<file path="src/rtl/multi_hex_display.sv">
// multi_hex_display: latches a binary value on a load pulse and renders it on
// NUM_DIGITS active-low seven-segment digits, in hexadecimal or decimal.
// Decimal conversion runs an iterative shift-add-3 (double-dabble) engine,
// one input bit per clock. Segment outputs only change on the update edge.
// Optional build macro: LEADING_ZERO_BLANK_EN (blank digits above the most
// significant nonzero digit; digit 0 always shown).
module multi_hex_display #(
    parameter int DATA_WIDTH = 14,
    parameter int NUM_DIGITS = 4
) (
    input  logic                    clock,
    input  logic                    resetn,
    input  logic [DATA_WIDTH-1:0]   value,
    input  logic                    load,
    input  logic                    mode,
    output logic                    busy,
    output logic                    done,
    output logic                    overflow,
    output logic [NUM_DIGITS*7-1:0] hex
);

    // One spare nibble above the displayed digits catches decimal overflow.
    localparam int BCD_W = 4*NUM_DIGITS + 4;
    localparam int EXT_W = DATA_WIDTH + 4*NUM_DIGITS;
    localparam int CNT_W = $clog2(DATA_WIDTH + 1);

    localparam logic [1:0] IDLE    = 2'd0;
    localparam logic [1:0] CONVERT = 2'd1;
    localparam logic [1:0] UPDATE  = 2'd2;

    localparam logic [6:0] SEG_DASH  = 7'b0111111;
    localparam logic [6:0] SEG_BLANK = 7'b1111111;

    // Active-low gfedcba pattern for one hex digit.
    function automatic logic [6:0] seg7(input logic [3:0] d);
        case (d)
            4'h0: seg7 = 7'b1000000;
            4'h1: seg7 = 7'b1111001;
            4'h2: seg7 = 7'b0100100;
            4'h3: seg7 = 7'b0110000;
            4'h4: seg7 = 7'b0011001;
            4'h5: seg7 = 7'b0010010;
            4'h6: seg7 = 7'b0000010;
            4'h7: seg7 = 7'b1111000;
            4'h8: seg7 = 7'b0000000;
            4'h9: seg7 = 7'b0010000;
            4'hA: seg7 = 7'b0001000;
            4'hB: seg7 = 7'b0000011;
            4'hC: seg7 = 7'b1000110;
            4'hD: seg7 = 7'b0100001;
            4'hE: seg7 = 7'b0000110;
            default: seg7 = 7'b0001110;
        endcase
    endfunction

    logic [1:0]              state;
    logic [DATA_WIDTH-1:0]   bin_q;
    logic                    mode_q;
    logic [BCD_W-1:0]        bcd_q;
    logic                    lost_q;   // a BCD bit was shifted out of the top nibble
    logic [CNT_W-1:0]        cnt_q;

    logic [BCD_W-1:0]        bcd_adj;
    logic [BCD_W-1:0]        bcd_shift;
    logic [DATA_WIDTH-1:0]   bin_shift;
    logic [EXT_W-1:0]        ext;
    logic                    ovf_next;
    logic [NUM_DIGITS*7-1:0] hex_next;
    logic [3:0]              dig;
`ifdef LEADING_ZERO_BLANK_EN
    logic                    seen_nz;
`endif

    assign busy = (state != IDLE);

    // One double-dabble step: add 3 to every nibble >= 5, then shift {bcd, bin} left.
    always_comb begin
        // NOTE: every always_comb output gets a default first so no latch is inferred.
        bcd_adj = bcd_q;
        for (int k = 0; k <= NUM_DIGITS; k++) begin
            if (bcd_adj[4*k +: 4] >= 4'd5)
                bcd_adj[4*k +: 4] = bcd_adj[4*k +: 4] + 4'd3;
        end
        bcd_shift = {bcd_adj[BCD_W-2:0], bin_q[DATA_WIDTH-1]};
        bin_shift = bin_q << 1;
    end

    // Segment pattern and overflow flag that the update edge will register.
    always_comb begin
        ext      = EXT_W'(bin_q);
        hex_next = '1;
        dig      = 4'd0;
        if (mode_q)
            ovf_next = (bcd_q[BCD_W-1 -: 4] != 4'd0) || lost_q;
        else
            ovf_next = (ext >> (4*NUM_DIGITS)) != '0;
`ifdef LEADING_ZERO_BLANK_EN
        seen_nz = 1'b0;
`endif
        for (int k = NUM_DIGITS-1; k >= 0; k--) begin
            dig = mode_q ? bcd_q[4*k +: 4] : ext[4*k +: 4];
            hex_next[7*k +: 7] = seg7(dig);
`ifdef LEADING_ZERO_BLANK_EN
            seen_nz = seen_nz | (dig != 4'd0);
            if (!seen_nz && k != 0)
                hex_next[7*k +: 7] = SEG_BLANK;
`endif
            if (ovf_next)
                hex_next[7*k +: 7] = SEG_DASH;
        end
    end

    // Capture / convert / update sequencer; display registers change only in UPDATE.
    always_ff @(posedge clock or negedge resetn) begin
        // NOTE: the conversion registers are small, so all of them are reset; an abort leaves no stale state.
        if (!resetn) begin
            state    <= IDLE;
            bin_q    <= '0;
            mode_q   <= 1'b0;
            bcd_q    <= '0;
            lost_q   <= 1'b0;
            cnt_q    <= '0;
            hex      <= '1;
            done     <= 1'b0;
            overflow <= 1'b0;
        end else begin
            // NOTE: non-blocking assignments so every register samples pre-edge values.
            done <= 1'b0;
            case (state)
                IDLE: begin
                    if (load) begin
                        bin_q  <= value;
                        mode_q <= mode;
                        if (mode) begin
                            bcd_q  <= '0;
                            lost_q <= 1'b0;
                            cnt_q  <= CNT_W'(DATA_WIDTH);
                            state  <= CONVERT;
                        end else begin
                            state  <= UPDATE;
                        end
                    end
                end
                CONVERT: begin
                    bcd_q  <= bcd_shift;
                    bin_q  <= bin_shift;
                    lost_q <= lost_q | bcd_adj[BCD_W-1];
                    cnt_q  <= cnt_q - 1'b1;
                    if (cnt_q == CNT_W'(1))
                        state <= UPDATE;
                end
                UPDATE: begin
                    hex      <= hex_next;
                    overflow <= ovf_next;
                    done     <= 1'b1;
                    state    <= IDLE;
                end
                default: state <= IDLE;
            endcase
        end
    end

endmodule

</file>
<file path="config.mk">
export PLATFORM = sky130hd
export DESIGN_NAME = multi_hex_display
export DESIGN_NICKNAME = d
export VERILOG_FILES = /design/src/rtl/multi_hex_display.sv
export SDC_FILE = /design/constraint.sdc
export NUM_CORES = 1
export LEC_CHECK = 0
export ABC_AREA = 0
export ABC_CLOCK_PERIOD_IN_PS = 3000
export BUFFER_PORTS_ARGS = -buffer_cell sky130_fd_sc_hd__buf_2
export CORE_MARGIN = 10
export CORE_UTILIZATION = 25
export DETAILED_ROUTE_END_ITERATION = 16
export GPL_TIMING_DRIVEN = 0
export SLEW_MARGIN = 20
export SYNTH_ARGS = -nofsm -noshare
export SYNTH_HDL_FRONTEND = slang
export SYNTH_SLANG_ARGS = --single-unit
</file>
<file path="constraint.sdc">
create_clock -name clock -period 3 [get_ports clock]
set_input_delay 0.6 -clock clock [delete_from_list [all_inputs] [get_ports clock]]
set_output_delay 0.6 -clock clock [all_outputs]
set_load 0.03 [all_outputs]
</file>
### After elaboration in Yosys (flattened, before gate mapping)

Memories as Yosys holds them, arrays and structs flattened.
Index checks and enable logic that the tools add are counted.

* add/subtract/negate cells: 6
* magnitude comparators: 5
* equal/unequal tests: 6
* mux-type cells: 30
* bitwise operators: 1
* reduce and logical (&&, ||, !) cells: 9

Operators with widths (count)
* two-way mux 4 bit: 11
* two-way mux 20 bit: 2
* case mux 20 bit (2 select lines): 1
* two-way mux 7 bit: 4
* case mux 14 bit (2 select lines): 1
* adder 4 x 2 -> 4 bit, second input constant: 5
* >= comparator 4 x 3 -> 1 bit, second input constant: 5
* two-way mux 14 bit: 1
* case mux 4 bit (2 select lines): 1
* two-way mux 2 bit: 3
* != test 2 bit, second input constant: 3
* AND reduction 2 bit: 3
* == test 4 x 1 -> 1 bit, second input constant: 1
* two-way mux 1 bit: 4
* case mux 2 bit (2 select lines): 1
* nonzero test 2 bit: 2
* nonzero test 4 bit: 1
* subtractor 4 x 1 -> 4 bit, second input constant: 1
* AND reduction 3 bit: 1
* == test 2 x 1 -> 1 bit, second input constant: 1
* == test 2 bit, second input constant: 1
* zero test 2 bit: 1
* case mux 1 bit (2 select lines): 1
* logical OR 1 bit: 1
* bitwise OR 1 bit: 1

* register bits after elaboration: 72
* memory bits (read-only): 448
* output and inout port bits: 31
* word-level logic and storage cells: 70
* memories kept: 4

Memories
* (no name shown): depth 16, bits a word 7, read ports 1, clocked after Yosys merged registers in 0, write ports 0, RTL line 36 `case (d)`
* (no name shown): depth 16, bits a word 7, read ports 1, clocked after Yosys merged registers in 0, write ports 0, RTL line 36
* (no name shown): depth 16, bits a word 7, read ports 1, clocked after Yosys merged registers in 0, write ports 0, RTL line 36
* (no name shown): depth 16, bits a word 7, read ports 1, clocked after Yosys merged registers in 0, write ports 0, RTL line 36

### Depth between registers and ports, before layout

Gate-level depths: netlist (run 1).

* word-level depth: 4
* mapped depth: 9

### Worst setup path before layout (run 1)

No wires, ideal clock.

* path kind: reg2reg
* from: reg mode_q
* to: reg hex[0]
* library setup time: 0.092 ns
* data arrival time: 2.277 ns
* path slack: 0.631 ns
* stages on the path, launching flop included: 10
* path buffers: 2
* path through: dfrtp_1 > buf_6 > buf_6 > mux2i_1 > inv_1 > ha_1 > or4b_2 > o41a_1 > o221ai_1 > a21oi_1

* word-level cells in the longest chain between the ends: 3
* elaborated cells on any way between the ends: 4

Ends and longest elaborated chain
* start: declaration: RTL line 58 `logic mode_q;`
* start signal: assignment: RTL line 133 `mode_q <= mode;`
* two-way mux 4 bit: RTL line 101 `dig = mode_q ? bcd_q[4*k +: 4] : ext[4*k +: 4];`
* memory read (16 x 7 bit)
* two-way mux 7 bit *: RTL line 108 `if (ovf_next)`
* end signal: assignment: RTL line 153 `hex <= hex_next;`
* end: declaration: RTL line 19 `output logic [NUM_DIGITS*7-1:0] hex`

Mark *: on every way between the ends. The rest lies on a longest branch, timed or not.
A chain may end at the register's enable or synchronous reset.

### Final worst setup path (run 1)

Ends and elaborated chain as after synthesis.

==> summary.md, run 1 <==
| Metric | Value |
|---|---|
| Status | finished clean |
| Synth cell types | 50 |
| Fmax | about 350 MHz |
| Vias per inst | ~4.8 |
| Final Max Tran Viols | 0 |
| Crit path capture type | flip-flop |
| Initial Util | between 20% and 30% |
| HP Class | input port to async pin |
| Maximum clock insertion buffer count | 2 |
| Layout cell share with drive strength beyond 1 | approximately a fifth |
| Syn_nets | roughly 550 |
| Cell taking the most area after synthesis | dfrtp_1 |
| Cell Area, Synth | about 4600 um2 |
| Final worst slack | 0.166 ns |
| Post-synth ARST share | 100% |
| CTS H-Tree Depth | 3 |
| Setup Skew | between 0.005 and 0.006 ns |
| # port buffers | 48 |
| Critical Path Fanout Max | 10 |
| Die Ht | 156 um |
| Slowest cell delay on critical path | about 0.64 ns |
| # DRC | 0 |
| Worst r2r src | mode_q$_DFFE_PN0P_ |
| Global placement routability congestion | 0.827 |
| Register bit total from synthesis | just over 70 |
| # IOs | 49 |
| Area contributors post-synth | dfrtp_1 24%, dfstp_2 16%, ha_1 10%, mux2i_1 7.6%, o21ai_0 4.9% |
| Number of global-route vias before repair | between 3k and 4k |
| Dpl ws | 0.152 ns |
| RSZ-0062 raised after global routing | no |
| Fin crit period | 2.83 ns |
| Clk Latency, worst-skew pair | approximately 0.34 ns |
| Post-Syn Instances | approximately 500 |
| Pwr/cell area | ~1300 nW/um2 |
| Core region area | 18100 um2 |
| Endpoints failing setup | 0 |
| Total CTS buffers | 9 |
| Critical path class | flip-flop to flip-flop |
| Top-area cell type share of the netlist area | roughly a quarter |
| Fin. Hold Viols | 0 |
| Part of the cycle the worst path needs | between 90% and 100% |
| Vias | between 3k and 4k |
| Die area | approximately 24000 um2 |
| DR WL/cell | between 15 and 20 um |
| Arrival time worst endpoint | slightly above 3 ns |
| # rows | approximately 50 |
| First-pass GRT wire length | 21.1 mm |
| Fill count | ~1.9k |
| CTS Root Cell | clkbuf_16 |
| CTS Sinks | a little over 70 |
| Primary FF master, synth | dfrtp_1 |
| Layout area overhead | 18.8% |
| Worst vdd ir | around 0.00041 V |
| Startpoint Class | flip-flop |
| Post-CTS Setup Bufs | 0 |
| Pleak | between 2 and 2.5 nW |
| Crit path cell chain | buf_6, mux2i_1, inv_1, ha_1, or4b_2, o41a_1, o221ai_1, a21oi_1 |
| Global Route Usage Sum | 10.8% |
| Max_cap viols | 0 |
| Antenna viol nets, final | 0 |
| Gr ovfl total | 0 |
| Worst Max-Slew Pin Slew | 0.812 ns |
| Slowest CP cell | mux2i_1 |
| CP Launch Point | mode_q$_DFFE_PN0P_ |
| Die span in x | between 150 and 200 um |
| Max_slew headroom | between 40% and 50% |
| Total routed wirelength | about 13 mm |
| Final HPWL DP | 9.66 mm |
| Crit path required time | 3.25 ns |
| Yosys warns | 0 |
| EDFF count, synth | 0 |
| Clock Pin Slew Worst Setup and Hold Paths | 0.06 ns |
| # diodes | 0 |
| TNS Setup | 0 ns |
| Final layout net count | between 600 and 700 |
| CTS tree | built |
| Initial antenna violation count | 0 |
| DR iter-0 viols | 204 |
| DR pass1 iterations | 4 |
| Pin count of the biggest net entering global routing | 55 |
| Syn Area/Cell | about 9.3 um2 |
| Seq/Total Area, Yosys | between 30% and 40% |
## worst paths after layout
| check | depth (start not counted) | slack (ns) | endpoint |
|---|---|---|---|
| min in group clock | 2 | 0.47 | state[1]$_DFFE_PN0P_ |
| max reg2reg | 8 | 0.17 | hex[0]$_DFFE_PN1P_ |
| max | 8 | 0.17 | hex[0]$_DFFE_PN1P_ |
| max in group asynchronous | 2 | 2.26 | hex[23]$_DFFE_PN1P_ |
| min | 1 | 0.14 | state[1]$_DFFE_PN0P_ |
| min reg2reg | 2 | 0.47 | hex[6]$_DFFE_PN1P_ |
## power by group
group | internal (W) | switching, W | leakage (nW)
clock | 0.000686 | 0.000439 | 0.148
combinational | 0.00145 | 0.00237 | 1.36
sequential | 0.00154 | 0.000395 | 0.858
## routing by layer
layer	wire (um)	global-route usage, %	up-vias
met4	95	1.89	0
met1	6050	14.3	1857
met2	5920	17.1	88
met5	0	0	-
li1	-	-	1877
met3	823	3.36	10
## cell type report
type	count	area (um2)	area share, %
Tap cell	229	287	5.22
Buffer	29	143	2.60
Sequential cell	72	1840	33.4
Clock inverter	5	55.1	1.00
Timing Repair Buffer	49	270	4.92
Multi-Input combinational cell	369	2540	46.3
Inverter	28	105	1.91
Clock buffer	11	253	4.60
## state kept, by name, indices dropped and copies added (netlist names)
register	cells
hex	28
bcd_q	20
bin_q	14
cnt_q	4
state	2
done	1
lost_q	1
mode_q	1
overflow	1
## placed cells by master, fill, tap and decap left out, types with 3 or more instances in the layout
cell / synthesis / layout
dfrtp_1: 44 / 44
a22o_1: 7 / 7
ha_1: 38 / 38
nand2b_1: 10 / 10
nand3_1: 6 / 6
mux2i_1: 35 / 34
o21ai_0: 45 / 45
o211ai_1: 7 / 7
o31ai_1: 5 / 5
nor2_1: 34 / 34
a211oi_1: 3 / 3
nor3_1: 12 / 12
a21oi_1: 33 / 33
dfstp_2: 28 / 28
buf_6: 3 / 3
a22oi_1: 3 / 3
clkbuf_16: 0 / 9
mux2_2: 7 / 7
buf_2: 6 / 53
inv_1: 28 / 28
nor2b_1: 4 / 4
xnor2_1: 12 / 12
nand2_1: 59 / 59
clkbuf_1: 19 / 19
xor2_1: 3 / 3
a31oi_1: 9 / 9
o32a_1: 5 / 5
o22a_1: 4 / 4
## worst max-delay path: cells and delay by family (launching register included)
kind                     cells  cell delay [ns]
adder cells (fa/ha/maj)      1             0.28
multiplexers                 1             0.64
AO/OA/AOI/OAI                3             0.36
AND/OR/NAND/NOR              1             0.62
buffers and inverters        2             0.36
flip-flops                   1             0.48
## timing repair
item                                    CTS  global route
gates resized for setup                   0             1
hold buffers                              0             0
endpoints found under the setup margin    0             1
## metrics by stage
step	hold WS, ns	instance area, um2	util, %	std cells	total power, W
after floorplan	0.304	4620	-	498	0.00474
after detailed placement	0.465	5180	28.6	776	0.00577
after CTS	0.144	5490	30.3	792	0.00693
after global routing	0.151	5490	30.4	792	0.00749
after global placement	0.460	5150	28.5	775	0.00571
final	0.142	5490	30.4	792	0.00688
## kinds of logic (layout without fill, tap and decap cells)
logic type	after synthesis	after routing	synth area share (%)
buffers and inverters	57	122	5.36
adder cells (fa/ha/maj)	38	38	10.3
multiplexers	43	43	9.77
AND/OR/NAND/NOR	138	138	13.8
flip-flops	72	72	39.7
AO/OA/AOI/OAI	135	135	18.3
XOR/XNOR	15	15	2.84
## synth_stat cells (2+ instances only)
cell       number
o21ai_0        45
dfstp_2        28
o22a_1          4
buf_6           3
or3_1           2
nand3b_1        2
nand3_1         6
nor2_1         34
buf_2           6
a22oi_1         3
o32a_1          5
mux2_2          7
nor2b_1         4
mux2i_1        35
a22o_1          7
clkbuf_1       19
dfrtp_1        44
xnor2_1        12
nor3_1         12
ha_1           38
xor2_1          3
o22ai_1         2
a211oi_1        3
or2_2           2
inv_1          28
o211ai_1        7
o31ai_1         5
and2_1          2
a21oi_1        33
o2bb2ai_1       2
nand2_1        59
a31oi_1         9
nand2b_1       10
(Power assumes the default switching activity.)
==> run 2: changes to the inputs <==
--- a/config.mk
+++ b/config.mk
@@ -6,7 +6,7 @@
 export NUM_CORES = 1
 export LEC_CHECK = 0
 export ABC_AREA = 0
-export ABC_CLOCK_PERIOD_IN_PS = 3000
+export ABC_CLOCK_PERIOD_IN_PS = 3400
 export BUFFER_PORTS_ARGS = -buffer_cell sky130_fd_sc_hd__buf_2
 export CORE_MARGIN = 10
 export CORE_UTILIZATION = 25
==> constraint.sdc (replaced) <==
create_clock -name clock -period 3.4 [get_ports clock]
set_input_delay 0.68 -clock clock [delete_from_list [all_inputs] [get_ports clock]]
set_output_delay 0.68 -clock clock [all_outputs]
set_load 0.03 [all_outputs]
==> summary.md, run 2 (synthesized netlist as in run 1, its figures left out) <==
| Metric | Value |
|---|---|
| Worst Max-Slew Pin Slew | 0.811 ns (was 0.812 ns) |
| Critical path class | flip-flop to flip-flop (unchanged) |
| Dpl ws | 0.552 ns (was 0.152 ns) |
| Endpoints failing setup | 0 (unchanged) |
| Fin. Hold Viols | 0 (unchanged) |
| Gr ovfl total | 0 (unchanged) |
| Max_slew headroom | 44.4% (was 44.3%) |
| Crit path capture type | flip-flop (unchanged) |
| CTS Sinks | 72 (unchanged) |
| # DRC | 0 (unchanged) |
| Total CTS buffers | 9 (unchanged) |
| TNS Setup | 0 ns (unchanged) |
| Initial Util | 25.6% (unchanged) |
| # IOs | 49 (unchanged) |
| DR iter-0 viols | 206 (was 204) |
| Global placement routability congestion | 0.827 (unchanged) |
| Worst vdd ir | 0.000365 V (was 0.000414 V) |
| Layout area overhead | 18.7% (was 18.8%) |
| Vias per inst | 4.84 (about the same) |
| Fmax | 344 MHz (was 353 MHz) |
| Most common cell after layout, fill and taps aside | nand2_1 (unchanged) |
| Clk Latency, worst-skew pair | 0.34 ns (about the same) |
| Biggest register | hex (unchanged) |
| CTS H-Tree Depth | 3 (unchanged) |
| Dpl cells | 776 (unchanged) |
| Most frequent cells in the layout | 59 x nand2_1, 53 x buf_2, 45 x o21ai_0 (unchanged) |
| Final layout net count | 614 (unchanged) |
| Pwr/cell area | 1110 nW/um2 (was 1250 nW/um2) |
| Die Ht | 156 um (unchanged) |
| Total routed wirelength | 12.9 mm (about the same) |
| Final Cell Area | 5490 um2 (about the same) |
| Post-CTS Setup Bufs | 0 (unchanged) |
| RSZ-0062 raised after global routing | no (unchanged) |
| Antenna viol nets, final | 0 (unchanged) |
| Final worst slack | 0.492 ns (was 0.166 ns) |
| Pleak | 2.37 nW (about the same) |
| Vias | 3830 (was 3832) |
| Setup Skew | 0.00501 ns (was 0.00507 ns) |
| Final Max Tran Viols | 0 (unchanged) |
| Startpoint Class | flip-flop (unchanged) |
| Global Route Usage Sum | 10.8% (unchanged) |
| Part of the cycle the worst path needs | 85.5% (was 94.5%) |
| Util after Layout | 30.3% (was 30.4%) |
| Fill count | 1889 (was 1890) |
| Core region area | 18100 um2 (unchanged) |
| # diodes | 0 (unchanged) |
| Number of flip-flops in the largest register | 28 (unchanged) |
| Crit path required time | 3.65 ns (was 3.25 ns) |
| Critical Path Fanout Max | 10 (unchanged) |
| DR WL/cell | 16.3 um (about the same) |
| Die span in x | 156 um (unchanged) |
| Max_cap viols | 0 (unchanged) |
| Clock Pin Slew Worst Setup and Hold Paths | 0.06 ns (about the same) |
| Hold buffer count at cts | 0 (unchanged) |
| Pin count of the biggest net entering global routing | 55 (unchanged) |
| # port buffers | 48 (unchanged) |
| Maximum clock insertion buffer count | 2 (unchanged) |
| # rows | 49 (unchanged) |
| Final HPWL DP | 9.66 mm (unchanged) |
| Fin crit period | 2.91 ns (was 2.83 ns) |
| Arrival time worst endpoint | 3.16 ns (was 3.09 ns) |
| Layout cell share with drive strength beyond 1 | 20.6% (was 20.8%) |
| Die area | 24300 um2 (unchanged) |
| DR pass1 iterations | 4 (unchanged) |
| HP Class | input port to async pin (unchanged) |
| CTS tree | built (unchanged) |
| Post-cts resize count | 0 (unchanged) |
| Non-Filler Instances | 792 (unchanged) |
| CTS Root Cell | clkbuf_16 (unchanged) |
| Initial antenna violation count | 0 (unchanged) |
| Status | finished clean (unchanged) |
| Dpl cell area | 5180 um2 (unchanged) |
| First-pass GRT wire length | 21.1 mm (unchanged) |
| Number of global-route vias before repair | 3860 (unchanged) |
| Biggest regs | hex (28), bcd_q (20), bin_q (14) (unchanged) |
==> run 2: cell counts in the layout (fill, tap and decap cells not counted) <==
Identical to the previous run, type by type.
==> run 2: final cells by class <==
cell class / instances / area (um2) / share of cell area [%]
plain buffers: 29 / 143 / 2.60
clock buffers: 11 / 253 / 4.60
clock inverters: 5 / 55.1 / 1.00
inverters: 28 / 105 / 1.91
multi-input cells: 369 / 2540 / 46.3
flip-flops and latches: 72 / 1840 / 33.5
well taps: 229 / 287 / 5.22
repair buffers: 49 / 270 / 4.92
==> run 2: path summary, 6_finish.rpt <==
path,from,to,slack (ns),cells after the start
setup / recovery,mode_q$_DFFE_PN0P_,hex[0]$_DFFE_PN1P_,0.49,9
hold / removal,resetn,bcd_q[9]$_DFFE_PN0P_,0.22,1
setup reg to reg,mode_q$_DFFE_PN0P_,hex[0]$_DFFE_PN1P_,0.49,9
hold reg to reg,hex[6]$_DFFE_PN1P_,hex[6]$_DFFE_PN1P_,0.47,2
max in group asynchronous,resetn,hex[23]$_DFFE_PN1P_,2.57,2
min in group clock,hex[6]$_DFFE_PN1P_,hex[6]$_DFFE_PN1P_,0.47,2
==> run 2: power by group <==
part / internal [W] / switching (W)
sequential: 0.00136 / 0.000347
combinational: 0.00128 / 0.00209
clock: 0.000606 / 0.000386
==> run 2: per-layer routing <==
layer	part of all wire [%]	global-route usage, %
met5	0	0
met4	0.73	1.89
met3	6.2	3.36
met2	46	17.1
met1	47	14.3
==> run 2: critical path: stages (launching register included) <==
cell and delay [ns]:
dfrtp_1 0.48, buf_6 0.22, buf_6 0.19, mux2i_1 0.48
inv_1 0.16, ha_1 0.29, or4b_2 0.62, o41a_1 0.14
o221ai_1 0.12, a21oi_1 0.11
==> run 2: per-stage QoR <==
stage,hold slack [ns],total power [W]
after CTS,0.224,0.00611
after global placement,0.460,0.00504
final,0.222,0.00607
after floorplan,0.384,0.00418
after detailed placement,0.465,0.00509
after global routing,0.231,0.00660
==> run 3: changes to the inputs <==
--- a/config.mk
+++ b/config.mk
@@ -5,13 +5,14 @@
 export SDC_FILE = /design/constraint.sdc
 export NUM_CORES = 1
 export LEC_CHECK = 0
-export ABC_AREA = 0
+export ABC_AREA = 1
 export ABC_CLOCK_PERIOD_IN_PS = 3400
 export BUFFER_PORTS_ARGS = -buffer_cell sky130_fd_sc_hd__buf_2
 export CORE_MARGIN = 10
 export CORE_UTILIZATION = 25
 export DETAILED_ROUTE_END_ITERATION = 16
-export GPL_TIMING_DRIVEN = 0
+export GPL_TIMING_DRIVEN = 1
+export REMOVE_ABC_BUFFERS = 1
 export SLEW_MARGIN = 20
 export SYNTH_ARGS = -nofsm -noshare
 export SYNTH_HDL_FRONTEND = slang
==> summary.md, run 3 <==
| Metric | Value |
|---|---|
| CTS Sinks | 72 (unchanged) |
| Most frequent cells in the layout | 178 x nand2_1, 68 x nor2_1, 65 x inv_1 (was 59 x nand2_1, 53 x buf_2, 45 x o21ai_0) |
| Critical path class | flip-flop to flip-flop (unchanged) |
| Cells on worst reg2reg path | 3 (was 9) |
| Part of the power in registers | 25.9% (was 28.1%) |
| Crit path capture type | flip-flop (unchanged) |
| Most common cell after layout, fill and taps aside | nand2_1 (unchanged) |
| Clock Pin Slew Worst Setup and Hold Paths | 0.06 ns (about the same) |
| Endpoints failing setup | 0 (unchanged) |
| Antenna viol nets, final | 0 (unchanged) |
| Hold buffer count at cts | 0 (unchanged) |
| Biggest register | hex (unchanged) |
| Worst Max-Slew Pin Slew | 0.950 ns (was 0.811 ns) |
| Final HPWL DP | 8.78 mm (was 9.66 mm) |
| Vias | 4076 (was 3830) |
| Post-synth top cells | 178 x nand2_1, 68 x nor2_1, 65 x inv_1 (was 59 x nand2_1, 45 x o21ai_0, 44 x dfrtp_1) |
| Slowest cell delay on critical path | 0.62 ns (about the same) |
| CTS Root Cell | clkbuf_16 (unchanged) |
| Maximum clock insertion buffer count | 2 (unchanged) |
| Worst reg-to-reg setup slack | 1.38 ns (was 0.49 ns) |
| Sw Ratio | 49.5% (was 46.6%) |
| Fmax | 496 MHz (was 344 MHz) |
| Max_cap viols | 0 (unchanged) |
| Part of the cycle the worst path needs | 59.3% (was 85.5%) |
| Slowest CP cell | nand2_1 (was or4b_2) |
| Die area | 25200 um2 (was 24300 um2) |
| CTS H-Tree Depth | 3 (unchanged) |
| Syn Area/Cell | 7.55 um2 (was 9.29 um2) |
| Yosys warns | 0 (unchanged) |
| Biggest regs | hex (28), bcd_q (20), bin_q (14) (unchanged) |
| Top-area cell type share of the netlist area | 22.8% (was 23.8%) |
| Crit path cell chain | nand2_2, nand2_1, o22ai_1 (was buf_6, buf_6, mux2i_1, inv_1, ha_1, or4b_2, o41a_1, o221ai_1, a21oi_1) |
| Fin crit period | 2.02 ns (was 2.91 ns) |
| Global Route Usage Sum | 9.86% (was 10.8%) |
| Cell-internal power | 0.00322 W (was 0.00324 W) |
| Core region area | 18800 um2 (was 18100 um2) |
| Post-cts resize count | 0 (unchanged) |
| Worst vdd ir | 0.000282 V (was 0.000365 V) |
| Post-Syn Instances | 639 (was 498) |
| Primary FF master, synth | dfrtp_1 (unchanged) |
| Util after Layout | 29.7% (was 30.3%) |
| Vias per inst | 4.30 (was 4.84) |
| DR iter-0 viols | 214 (was 206) |
| Arrival time worst endpoint | 2.27 ns (was 3.16 ns) |
| Synth cell types | 36 (was 50) |
| RSZ-0062 raised after global routing | no (unchanged) |
| Tightest hold margin | 0.465 ns (was 0.222 ns) |
| Die Ht | 159 um (was 156 um) |
| Clk Latency, worst-skew pair | 0.35 ns (was 0.34 ns) |
| Number of flip-flops in the largest register | 28 (unchanged) |
| Crit path required time | 3.65 ns (about the same) |
| Gr ovfl total | 0 (unchanged) |
| Total CTS buffers | 9 (unchanged) |
| Final layout net count | 738 (was 614) |
| Final Max Tran Viols | 0 (unchanged) |
| Number of global-route vias before repair | 3907 (was 3860) |
| Critical Path Fanout Max | 29 (was 10) |
| Initial Util | 25.6% (about the same) |
| Cell taking the most area after synthesis | dfrtp_1 (unchanged) |
| Layout area overhead | 16.2% (was 18.7%) |
| Clk pwr share | 16.7% (was 16.3%) |
| Worst hold stages | 2 |
| Initial antenna violation count | 1 (was 0) |
| # IOs | 49 (unchanged) |
| Global placement routability congestion | 0.819 (was 0.827) |
| Psw | 0.00315 W (was 0.00283 W) |
| Setup Skew | 0.00690 ns (was 0.00501 ns) |
| Combinational share of power | 57.4% (was 55.5%) |
| DR pass1 iterations | 4 (unchanged) |
| Fin. Hold Viols | 0 (unchanged) |
| Non-Filler Instances | 948 (was 792) |
| HP Class | flip-flop to flip-flop (was input port to async pin) |
| Layout cell share with drive strength beyond 1 | 21.0% (was 20.6%) |
| Pin count of the biggest net entering global routing | 73 (was 55) |
| TNS Setup | 0 ns (unchanged) |
| Pleak | 2.79 nW (was 2.37 nW) |
| DR WL/cell | 13.0 um (was 16.3 um) |
| # port buffers | 48 (unchanged) |
| Dpl cells | 931 (was 776) |
| First-pass GRT wire length | 20.4 mm (was 21.1 mm) |
| CTS tree | built (unchanged) |
| Area contributors post-synth | dfrtp_1 23%, dfstp_2 15%, nand2_1 14%, ha_1 9.9%, nand3_1 6.1% (was dfrtp_1 24%, dfstp_2 16%, ha_1 10%, mux2i_1 7.6%, o21ai_0 4.9%) |
| Cell Area, Synth | 4820 um2 (was 4620 um2) |
| Post-CTS Setup Bufs | 0 (unchanged) |
| EDFF count, synth | 0 (unchanged) |
| Most frequent cell after synthesis | nand2_1 (unchanged) |
| Register bit total from synthesis | 72 (unchanged) |
| Total routed wirelength | 12.3 mm (was 12.9 mm) |
| # rows | 50 (was 49) |
| Startpoint Class | flip-flop (unchanged) |
| Post-synth ARST share | 100% (unchanged) |
| Seq/Total Area, Yosys | 38.1% (was 39.7%) |
| Status | finished clean (unchanged) |
| Pwr/cell area | 1140 nW/um2 (was 1110 nW/um2) |
| Max_slew headroom | 36.7% (was 44.4%) |
| # DRC | 0 (unchanged) |
| Die span in x | 159 um (was 156 um) |
==> run 3: changes by cell type after synthesis, sizes merged, moves of 18 or more <==
| cell | previous run | this run |
|---|---|---|
| nand2 | 59 | 192 |
| inv | 28 | 75 |
| nand3 | 6 | 61 |
| clkbuf | 19 | 1 |
| mux2i | 35 | 0 |
| nor2 | 35 | 69 |
==> run 3: area by class of cell <==
type / instances / area (um2)
well taps: 260 / 325
inverters: 75 / 287
clock buffers: 11 / 253
fillers: 2033 / 13200
repair buffers: 51 / 265
diodes: 1 / 2.50
clock inverters: 5 / 78.8
multi-input cells: 473 / 2550
flip-flops and latches: 72 / 1840
==> run 3: logic make-up (layout without fill, tap and decap cells) <==
| logic type | count (synthesis) | in the layout | synth area share, % |
|---|---|---|---|
| xor gates and xnor gates | 4 | 4 | 0.726 |
| and+or+nand+nor | 339 | 339 | 29.9 |
| adders and majority gates | 38 | 38 | 9.86 |
| AOI/OAI and AO/OA | 92 | 92 | 12.5 |
| DFF | 72 | 72 | 38.1 |
| other | 0 | 1 | 0 |
| buffers and inverters | 94 | 142 | 8.95 |
==> run 3: worst paths after layout <==
| check | from | end |
|---|---|---|
| max | state[0]$_DFFE_PN0P_ | bcd_q[16]$_DFFE_PN0P_ |
| min | hex[11]$_DFFE_PN1P_ | hex[11]$_DFFE_PN1P_ |
| max reg2reg | state[0]$_DFFE_PN0P_ | bcd_q[16]$_DFFE_PN0P_ |
| min reg2reg | hex[11]$_DFFE_PN1P_ | hex[11]$_DFFE_PN1P_ |
| max in group asynchronous | resetn | bcd_q[7]$_DFFE_PN0P_ |
| min in group asynchronous | resetn | bcd_q[6]$_DFFE_PN0P_ |
==> run 3: worst max-delay path: cells and delay by family (launching register included) <==
| family | cells | cell delay (ns) |
|---|---|---|
| and+or+nand+nor | 2 | 1.12 |
| DFF | 1 | 0.42 |
| AOI/OAI and AO/OA | 1 | 0.37 |
==> run 3: per-layer routing <==
| layer | track usage [%] | vias up | wire (um) |
|---|---|---|---|
| li1 | - | 2136 | - |
| met1 | 13.4 | 1857 | 6140 |
| met2 | 14.5 | 72 | 5410 |
| met3 | 2.45 | 11 | 560 |
| met4 | 4.30 | 0 | 172 |
| met5 | 0 | - | 0 |
==> run 3: metrics by stage <==
stage          total power (W)  instance area, um2  setup slack [ns]
3_5_place_dp           0.00535                5270              1.10
5_1_grt                0.00704                5600              1.14
6_report               0.00637                5600              1.38
4_1_cts                0.00644                5600              1.30
3_3_place_gp           0.00530                5270              1.17
2_1_floorplan          0.00443                4680              1.22
==> run 3: power by group through the flow <==
stage / Sequential [W] / Combinational (W) / Clock (W)
2_1_floorplan: 0.00204 / 0.00239 / 0
3_3_place_gp: 0.00166 / 0.00364 / 0
3_5_place_dp: 0.00167 / 0.00368 / 0
4_1_cts: 0.00165 / 0.00370 / 0.00109
5_1_grt: 0.00172 / 0.00421 / 0.00112
6_report: 0.00165 / 0.00366 / 0.00106
